`config.mk`:
```
export PLATFORM = sky130hd
export DESIGN_NAME = debug_cmd_decoder
export DESIGN_NICKNAME = d
export VERILOG_FILES = /design/src/rtl/debug_cmd_decoder.sv
export SDC_FILE = /design/constraint.sdc
export NUM_CORES = 1
export LEC_CHECK = 0
export CAP_MARGIN = 20
export CORE_ASPECT_RATIO = 0.8
export CORE_UTILIZATION = 53
export CTS_CLUSTER_DIAMETER = 60
export DETAILED_ROUTE_END_ITERATION = 6
export PLACE_DENSITY_LB_ADDON = 0.25
export RECOVER_POWER = 25
export SLEW_MARGIN = 25
export SYNTH_ARGS = -nofsm -noshare
export SYNTH_HDL_FRONTEND = slang
export SYNTH_SLANG_ARGS = --single-unit
```
`constraint.sdc`:
```
create_clock -name clk -period 6.8 [get_ports clk]
set_input_delay 1.7 -clock clk [delete_from_list [all_inputs] [get_ports clk]]
set_output_delay 1.7 -clock clk [all_outputs]
set_load 0.05 [all_outputs]
```
`src/rtl/debug_cmd_decoder.sv`:
```
// Byte-level command decoder for the debug UART link: turns opcode bytes into
// debug-controller pulses, a ping reply request and an instruction-memory write port.
module debug_cmd_decoder #(
  parameter int ADDR_W         = 14,
  parameter int TIMEOUT_CYCLES = 100000
) (
  input  logic              clk,
  input  logic              rst,
  input  logic [7:0]        rx_data,
  input  logic              rx_valid,
  output logic              cmd_pause,
  output logic              cmd_resume,
  output logic [31:0]       bp_addr,
  output logic              cmd_next,
  output logic              ok_req,
  input  logic              ok_ack,
  output logic              prog_active,
  output logic              prog_we,
  output logic [ADDR_W-1:0] prog_addr,
  output logic [31:0]       prog_data,
  output logic              prog_done,
  output logic              frame_error
);

  localparam int TO_W = $clog2(TIMEOUT_CYCLES + 1);
  localparam logic [TO_W-1:0]   TO_LIMIT    = TO_W'(TIMEOUT_CYCLES);
  localparam logic [TO_W-1:0]   TO_LAST     = TO_W'(TIMEOUT_CYCLES - 1);
  localparam logic [ADDR_W-1:0] ADDR_MAX    = {ADDR_W{1'b1}};
  localparam logic [7:0]        OP_PING     = 8'h03;
  localparam logic [7:0]        OP_PAUSE    = 8'h04;
  localparam logic [7:0]        OP_RESUME   = 8'h05;
  localparam logic [7:0]        OP_NEXT     = 8'h06;
  localparam logic [7:0]        OP_PROGRAM  = 8'h07;
  localparam logic [7:0]        OP_NONE     = 8'hFF;

  typedef enum logic [1:0] {
    IDLE       = 2'd0,
    RESUME_ARG = 2'd1,
    PROG_WORD  = 2'd2
  } state_t;

  state_t            state_r, state_s;
  logic [1:0]        byte_cnt_r, byte_cnt_s;
  logic [23:0]       shadow_r, shadow_s;
  logic [TO_W-1:0]   to_cnt_r, to_cnt_s;
  logic              full_r, full_s;
  logic              timeout_s;
  logic              ping_s;
  logic [31:0]       word_s;
  logic              cmd_pause_s, cmd_resume_s, cmd_next_s, ok_req_s, prog_active_s;
  logic              prog_we_s, prog_done_s, frame_error_s;
  logic [31:0]       bp_addr_s, prog_data_s;
  logic [ADDR_W-1:0] prog_addr_s;

  // Next-state, datapath and pulse decode for the byte stream
  always_comb begin
    state_s       = state_r;
    byte_cnt_s    = byte_cnt_r;
    shadow_s      = shadow_r;
    full_s        = full_r;
    cmd_pause_s   = 1'b0;
    cmd_resume_s  = 1'b0;
    cmd_next_s    = 1'b0;
    prog_we_s     = 1'b0;
    prog_done_s   = 1'b0;
    frame_error_s = 1'b0;
    ping_s        = 1'b0;
    bp_addr_s     = bp_addr;
    prog_data_s   = prog_data;
    prog_active_s = prog_active;
    // Little-endian: the first three bytes sit in the shadow, the fourth is on rx_data
    word_s        = {rx_data, shadow_r};
    timeout_s     = (state_r != IDLE) && !rx_valid && (to_cnt_r == TO_LAST);

    // The address steps one cycle after each write and saturates at the top word
    if (prog_we && (prog_addr != ADDR_MAX)) begin
      prog_addr_s = prog_addr + ADDR_W'(1);
    end else begin
      prog_addr_s = prog_addr;
    end

    if (rx_valid) begin
      to_cnt_s = {TO_W{1'b0}};
    end else if ((state_r != IDLE) && (to_cnt_r != TO_LIMIT)) begin
      to_cnt_s = to_cnt_r + TO_W'(1);
    end else begin
      to_cnt_s = to_cnt_r;
    end

    case (state_r)
      IDLE: begin
        if (rx_valid) begin
          case (rx_data)
            OP_PING:    ping_s      = 1'b1;
            OP_PAUSE:   cmd_pause_s = 1'b1;
            OP_NEXT:    cmd_next_s  = 1'b1;
            OP_RESUME: begin
              state_s    = RESUME_ARG;
              byte_cnt_s = 2'd0;
            end
            OP_PROGRAM: begin
              state_s       = PROG_WORD;
              byte_cnt_s    = 2'd0;
              prog_addr_s   = {ADDR_W{1'b0}};
              prog_active_s = 1'b1;
              full_s        = 1'b0;
            end
            OP_NONE:    ping_s        = 1'b0;
            default:    frame_error_s = 1'b1;
          endcase
        end else begin
          state_s = IDLE;
        end
      end

      RESUME_ARG: begin
        if (rx_valid) begin
          if (byte_cnt_r == 2'd3) begin
            bp_addr_s    = word_s;
            cmd_resume_s = 1'b1;
            state_s      = IDLE;
            byte_cnt_s   = 2'd0;
          end else begin
            shadow_s   = {rx_data, shadow_r[23:8]};
            byte_cnt_s = byte_cnt_r + 2'd1;
          end
        end else if (timeout_s) begin
          frame_error_s = 1'b1;
          state_s       = IDLE;
          byte_cnt_s    = 2'd0;
          to_cnt_s      = {TO_W{1'b0}};
        end else begin
          state_s = RESUME_ARG;
        end
      end

      PROG_WORD: begin
        if (rx_valid) begin
          if (byte_cnt_r == 2'd3) begin
            byte_cnt_s = 2'd0;
            if (full_r) begin
              frame_error_s = 1'b1;
            end else begin
              prog_we_s   = 1'b1;
              prog_data_s = word_s;
              full_s      = (prog_addr == ADDR_MAX);
            end
          end else begin
            shadow_s   = {rx_data, shadow_r[23:8]};
            byte_cnt_s = byte_cnt_r + 2'd1;
          end
        end else if (timeout_s) begin
          prog_active_s = 1'b0;
          state_s       = IDLE;
          byte_cnt_s    = 2'd0;
          to_cnt_s      = {TO_W{1'b0}};
          if (byte_cnt_r == 2'd0) begin
            prog_done_s = 1'b1;
          end else begin
            frame_error_s = 1'b1;
          end
        end else begin
          state_s = PROG_WORD;
        end
      end

      default: begin
        state_s    = IDLE;
        byte_cnt_s = 2'd0;
        to_cnt_s   = {TO_W{1'b0}};
      end
    endcase

    // A ping wins over a same-cycle ack so the pending reply is never lost
    if (ping_s) begin
      ok_req_s = 1'b1;
    end else if (ok_ack) begin
      ok_req_s = 1'b0;
    end else begin
      ok_req_s = ok_req;
    end
  end

  // State and registered outputs
  always_ff @(posedge clk or posedge rst) begin
    if (rst) begin
      state_r     <= IDLE;
      byte_cnt_r  <= 2'd0;
      shadow_r    <= 24'd0;
      to_cnt_r    <= {TO_W{1'b0}};
      full_r      <= 1'b0;
      cmd_pause   <= 1'b0;
      cmd_resume  <= 1'b0;
      cmd_next    <= 1'b0;
      ok_req      <= 1'b0;
      prog_active <= 1'b0;
      prog_we     <= 1'b0;
      prog_done   <= 1'b0;
      frame_error <= 1'b0;
      bp_addr     <= 32'd0;
      prog_addr   <= {ADDR_W{1'b0}};
      prog_data   <= 32'd0;
    end else begin
      state_r     <= state_s;
      byte_cnt_r  <= byte_cnt_s;
      shadow_r    <= shadow_s;
      to_cnt_r    <= to_cnt_s;
      full_r      <= full_s;
      cmd_pause   <= cmd_pause_s;
      cmd_resume  <= cmd_resume_s;
      cmd_next    <= cmd_next_s;
      ok_req      <= ok_req_s;
      prog_active <= prog_active_s;
      prog_we     <= prog_we_s;
      prog_done   <= prog_done_s;
      frame_error <= frame_error_s;
      bp_addr     <= bp_addr_s;
      prog_addr   <= prog_addr_s;
      prog_data   <= prog_data_s;
    end
  end

endmodule

```
[After elaboration in Yosys (flattened, before gate mapping)]
Cells that the tools add are included.
W data, S select, Z words.
Storage, ports and cells
  register bits: 132
  latch bits: 0
  bits in writable memories: 0
  ROM bits: 0
  input bits: 12
  output and inout port bits: 86
  logic and storage cells: 130
  memories kept: 0
Cells by class
  add/sub/neg operators: 3
  $mul: 0
  div/mod/pow operators: 0
  order comparisons: 0
  equal/unequal tests: 23
  shift-type cells: 0
  muxes and demuxes: 66
  bitwise logic cells: 2
  reduce and logical (&&, ||, !) cells: 20
Operators by type and width (count)
  $mux W17: 4
  $mux W14: 4
  $mux W1: 41
  $pmux W17 S2: 1
  $eq A8 B3 Y1 const B: 4
  $mux W2: 10
  $add A17 B1 Y17 const B: 1
  $eq A17 B17 Y1 const B: 1
  $ne A17 B17 Y1 const B: 1
  $add A14 B1 Y14 const B: 1
  $eq A14 B14 Y1 const B: 1
  $ne A14 B14 Y1 const B: 1
  $ne A2 B2 Y1 const B: 6
  $reduce_and A3 Y1: 4
  $reduce_and A5 Y1: 2
  $eq A8 B2 Y1 const B: 1
  $eq A8 B8 Y1 const B: 1
  $pmux W2 S2: 2
  $pmux W2 S3: 1
  $reduce_bool A2 Y1: 3
  $reduce_or A6 Y1: 1
  $eq A2 B2 Y1 const B: 2
  $logic_and A1 B1 Y1: 4
  $logic_not A2 Y1: 2
  12 further kinds: 15

[Logic depth before layout (Yosys ltp)]
  depth after elaboration: 7
  gate-level depth with buffers: 10
  depth with buffers taken out: 7

[Least setup slack after synthesis]
No wires, ideal clock.
  path type: input to register
  from: input port rx_data[3]
  to: register prog_addr[10]
  setup time: 0.132 ns
  data arrival time: 2.989 ns
  required time: 6.668 ns
  setup slack: 3.679 ns
  stages: 5
  path buffers: 1
  path through: nor3_1 > nand3_1 > nor3_1 > clkbuf_1 > nor2_1
Between the ends
  longest elaborated chain between the ends: 4
RTL lines
  start: declaration: line 9  | input logic [7:0] rx_data,
  $eq A8 B3 Y1: line 93  | case (rx_data)
  $mux W14: line 93
  $mux W14: line 92  | if (rx_valid) begin
  $mux W14: line 90  | case (state_r)
  via prog_addr_s[10]: line 53  | logic [ADDR_W-1:0] prog_addr_s;
  end signal: assignment: line 201  | prog_addr <= {ADDR_W{1'b0}};
  end signal: assignment: line 218  | prog_addr <= prog_addr_s;
  end: declaration: line 19  | output logic [ADDR_W-1:0] prog_addr,
The timed path passes the listed nets, and every way through them passes these cells.
A chain may end at the register's enable or synchronous reset.

==> results.json <==
{
  "status": "finished with violations",
  "violations": "max-capacitance violations, max-slew violations",
  "root_buffer": "clkbuf_16",
  "rsz0062_at_grt": "false",
  "grt_max_degree": 89,
  "cpLargestDelayFamily": "buffers and inverters",
  "final_cell_mix": "132 x dfrtp_1, 120 x nand2_1, 96 x clkdlybuf4s50_1",
  "highest_layer": "met4",
  "dpl_worst_slack_ns": 2.39,
  "synth_seq_area_share_pct": 57.6,
  "skew_ns": 0.00795,
  "synth_top_area_share_pct": 57.6,
  "numPortBuffers": 97,
  "dp_hpwl_mm": 8.46,
  "core_um2": 10400,
  "path_class": "in2async",
  "tightest_slew_ns": 3.70,
  "critPathMaxFanout": 88,
  "fin_crit_sh_pct": 68.5,
  "avgSynthCellArea_um2": 11.0,
  "cp_slowest_cell": "clkinvlp_2",
  "syn_to_final_growth_pct": 30.4,
  "dr_wl_met2_mm": 6.23,
  "grt.overflow.total": 0,
  "grt_pass1_wl_mm": 21.9,
  "path_buf_inv": 3,
  "via_per_inst": 5.51,
  "worstPathRequired_ns": 7.31,
  "rows": 33,
  "final_max_slew_viol_count": 89,
  "relSlewSlack_pct": -148,
  "final_common_cell": "dfrtp_1",
  "whs_path_depth": 2,
  "syn_nets": 543,
  "cts_setup_buffers": 0,
  "grt_usage_pct": 25.3,
  "routed_wirelength_mm": 12.9,
  "synth_top_flop_cell": "dfrtp_1",
  "grt_pass1_vias": 4332,
  "clock-sinks": 132,
  "start_util_pct": 55.1,
  "cts_tree": "done",
  "vias": 4272,
  "period_needed_ns": 4.66,
  "clk_latency_ns": 0.42,
  "peakVddDrop_mv": 0.278,
  "yosysWarnings": 0,
  "wl_met3_um": 691,
  "detail-route-antenna-nets": 0,
  "synth_area_leaders": "dfrtp_1 58%, mux2_2 11%, nand2_1 7.8%, nor2_1 2.8%, xnor2_1 2.6%",
  "worstPathArrival_ns": 5.17,
  "min_to": "prog_data[27]",
  "reg2reg_setup_slack_ns": 3.76,
  "fin_nets": 643,
  "drv_cap": 1,
  "synth_edf_count": 0,
  "cts_resized": 0,
  "setup_tns_ns": 0,
  "hp-start": "prog_data[27]",
  "cts_inserted_buffers": 17,
  "synth_area_um2": 5740,
  "powerDensity_nw_per_um2": 407,
  "drtPass1Iterations": 5,
  "clkTransAtPathRegs_ns": 0.06,
  "drive_above_1_share_pct": 15.6,
  "final_core_utilization_pct": 71.9,
  "dpl.cell_count": 743,
  "hold_buffers": 0,
  "drcViolationCount": 0,
  "fin_cells": 775,
  "die_h_um": 95.1,
  "p_leak_nw": 3.40,
  "worstSetupStartpointType": "input pin",
  "hold_viol": 0,
  "ys_async_sr_fraction_pct": 100,
  "dr.first_iter.drc_count": 334,
  "final.setup.worst_slack_ns": 2.14,
  "die_area_um2": 11200,
  "setup_viol": 0,
  "antenna_found_initial": 0,
  "multi_input_area_um2": 2320,
  "hold_path.class": "reg2reg",
  "cp_slowest_stage_delay_ns": 2.09,
  "path_cells": "dlygate4sd3_1, clkinvlp_2, buf_4",
  "reg2reg_depth": 7,
  "n_antenna_cell": 0,
  "syn_inst": 522,
  "wl_met1_mm": 5.79,
  "r2r_start": "state_r[0]",
  "die_width_um": 118,
  "gp_congestion": 0.790,
  "synth-seq-cells": 132,
  "synthDistinctLibCells": 53,
  "io_pins": 98,
  "cts_htree_levels": 4,
  "r2r-end": "prog_data[30]",
  "hold_slack_ns": 0.476,
  "nFillCells": 728,
  "synth_top_cell_by_area": "dfrtp_1",
  "routedWlPerCell_um": 16.6,
  "path_depth": 3,
  "clockBufferDepth": 2,
  "cp-end-kind": "asynchronous set/reset pin",
  "register_area_um2": 3300,
  "max_clock_freq_mhz": 215
}
-- per-stage QoR --
step	power, mW	area (um2)
global placement	2.03	6840
finish	3.05	7480
floorplan	1.75	5740
global route	3.17	7480
CTS	3.06	7480
detailed placement	2.07	6840
-- Yosys cell counts, drive strengths merged (5+ instances only) --
master	n
clkbuf	15
ha	9
xor2	7
nand3	14
nand4	8
nor4	5
nand2	120
xnor2	17
inv	12
and3	5
mux2	57
o21ai	7
nor3	10
dfrtp	132
nor2	43
-- where the power goes --
part           internal (mW)  switching [mW]
sequential             0.967           0.147
combinational          0.373           0.577
clock                  0.642           0.340
total                   1.98            1.06
-- sequential cells by signal, summed over array words and instances (netlist names), 2 cells and up --
register    count
bp_addr        32
byte_cnt_r      2
prog_addr      14
prog_data      32
shadow_r       24
state_r         2
to_cnt_r       17
-- worst max-delay path by stage --
stage,startpoint,to
after global routing,rst,state_r[1]
after floorplan,rst,bp_addr[0]
final,rst,state_r[1]
after CTS,rx_valid,prog_data[30]
after detailed placement,rx_valid,prog_data[16]
after global placement,rx_valid,prog_data[25]
-- tightest hold or removal path: cells and delay by family (launching register included) --
kind	cells	cell delay [ns]
DFF	1	0.34
and+or+nand+nor	2	0.10
-- layout make-up --
class / count / share of cell area (%)
clock buffers: 20 / 6.24
clock inverters: 12 / 2.37
inverters: 12 / 0.619
flip-flops and latches: 132 / 44.1
well taps: 140 / 2.34
repair buffers: 100 / 13.3
multi-input cells: 359 / 31.0
-- routing by layer --
layer	global-route usage [%]	vias up
met5	0	-
li1	-	1983
met2	40.9	127
met4	9.62	0
met3	6.46	17
met1	33.3	2145
-- cell families after synthesis --
kind of cell | count (synthesis) | share of synthesized area, %
adder cells (fa/ha/maj) | 9 | 1.96
XOR/XNOR | 24 | 3.66
multiplexers | 61 | 11.9
buffers and inverters | 31 | 2.09
flip-flops | 132 | 57.6
AND/OR/NAND/NOR | 234 | 19.0
AO/OA/AOI/OAI | 31 | 3.82
No activity file was read; power rests on OpenSTA's default activity.
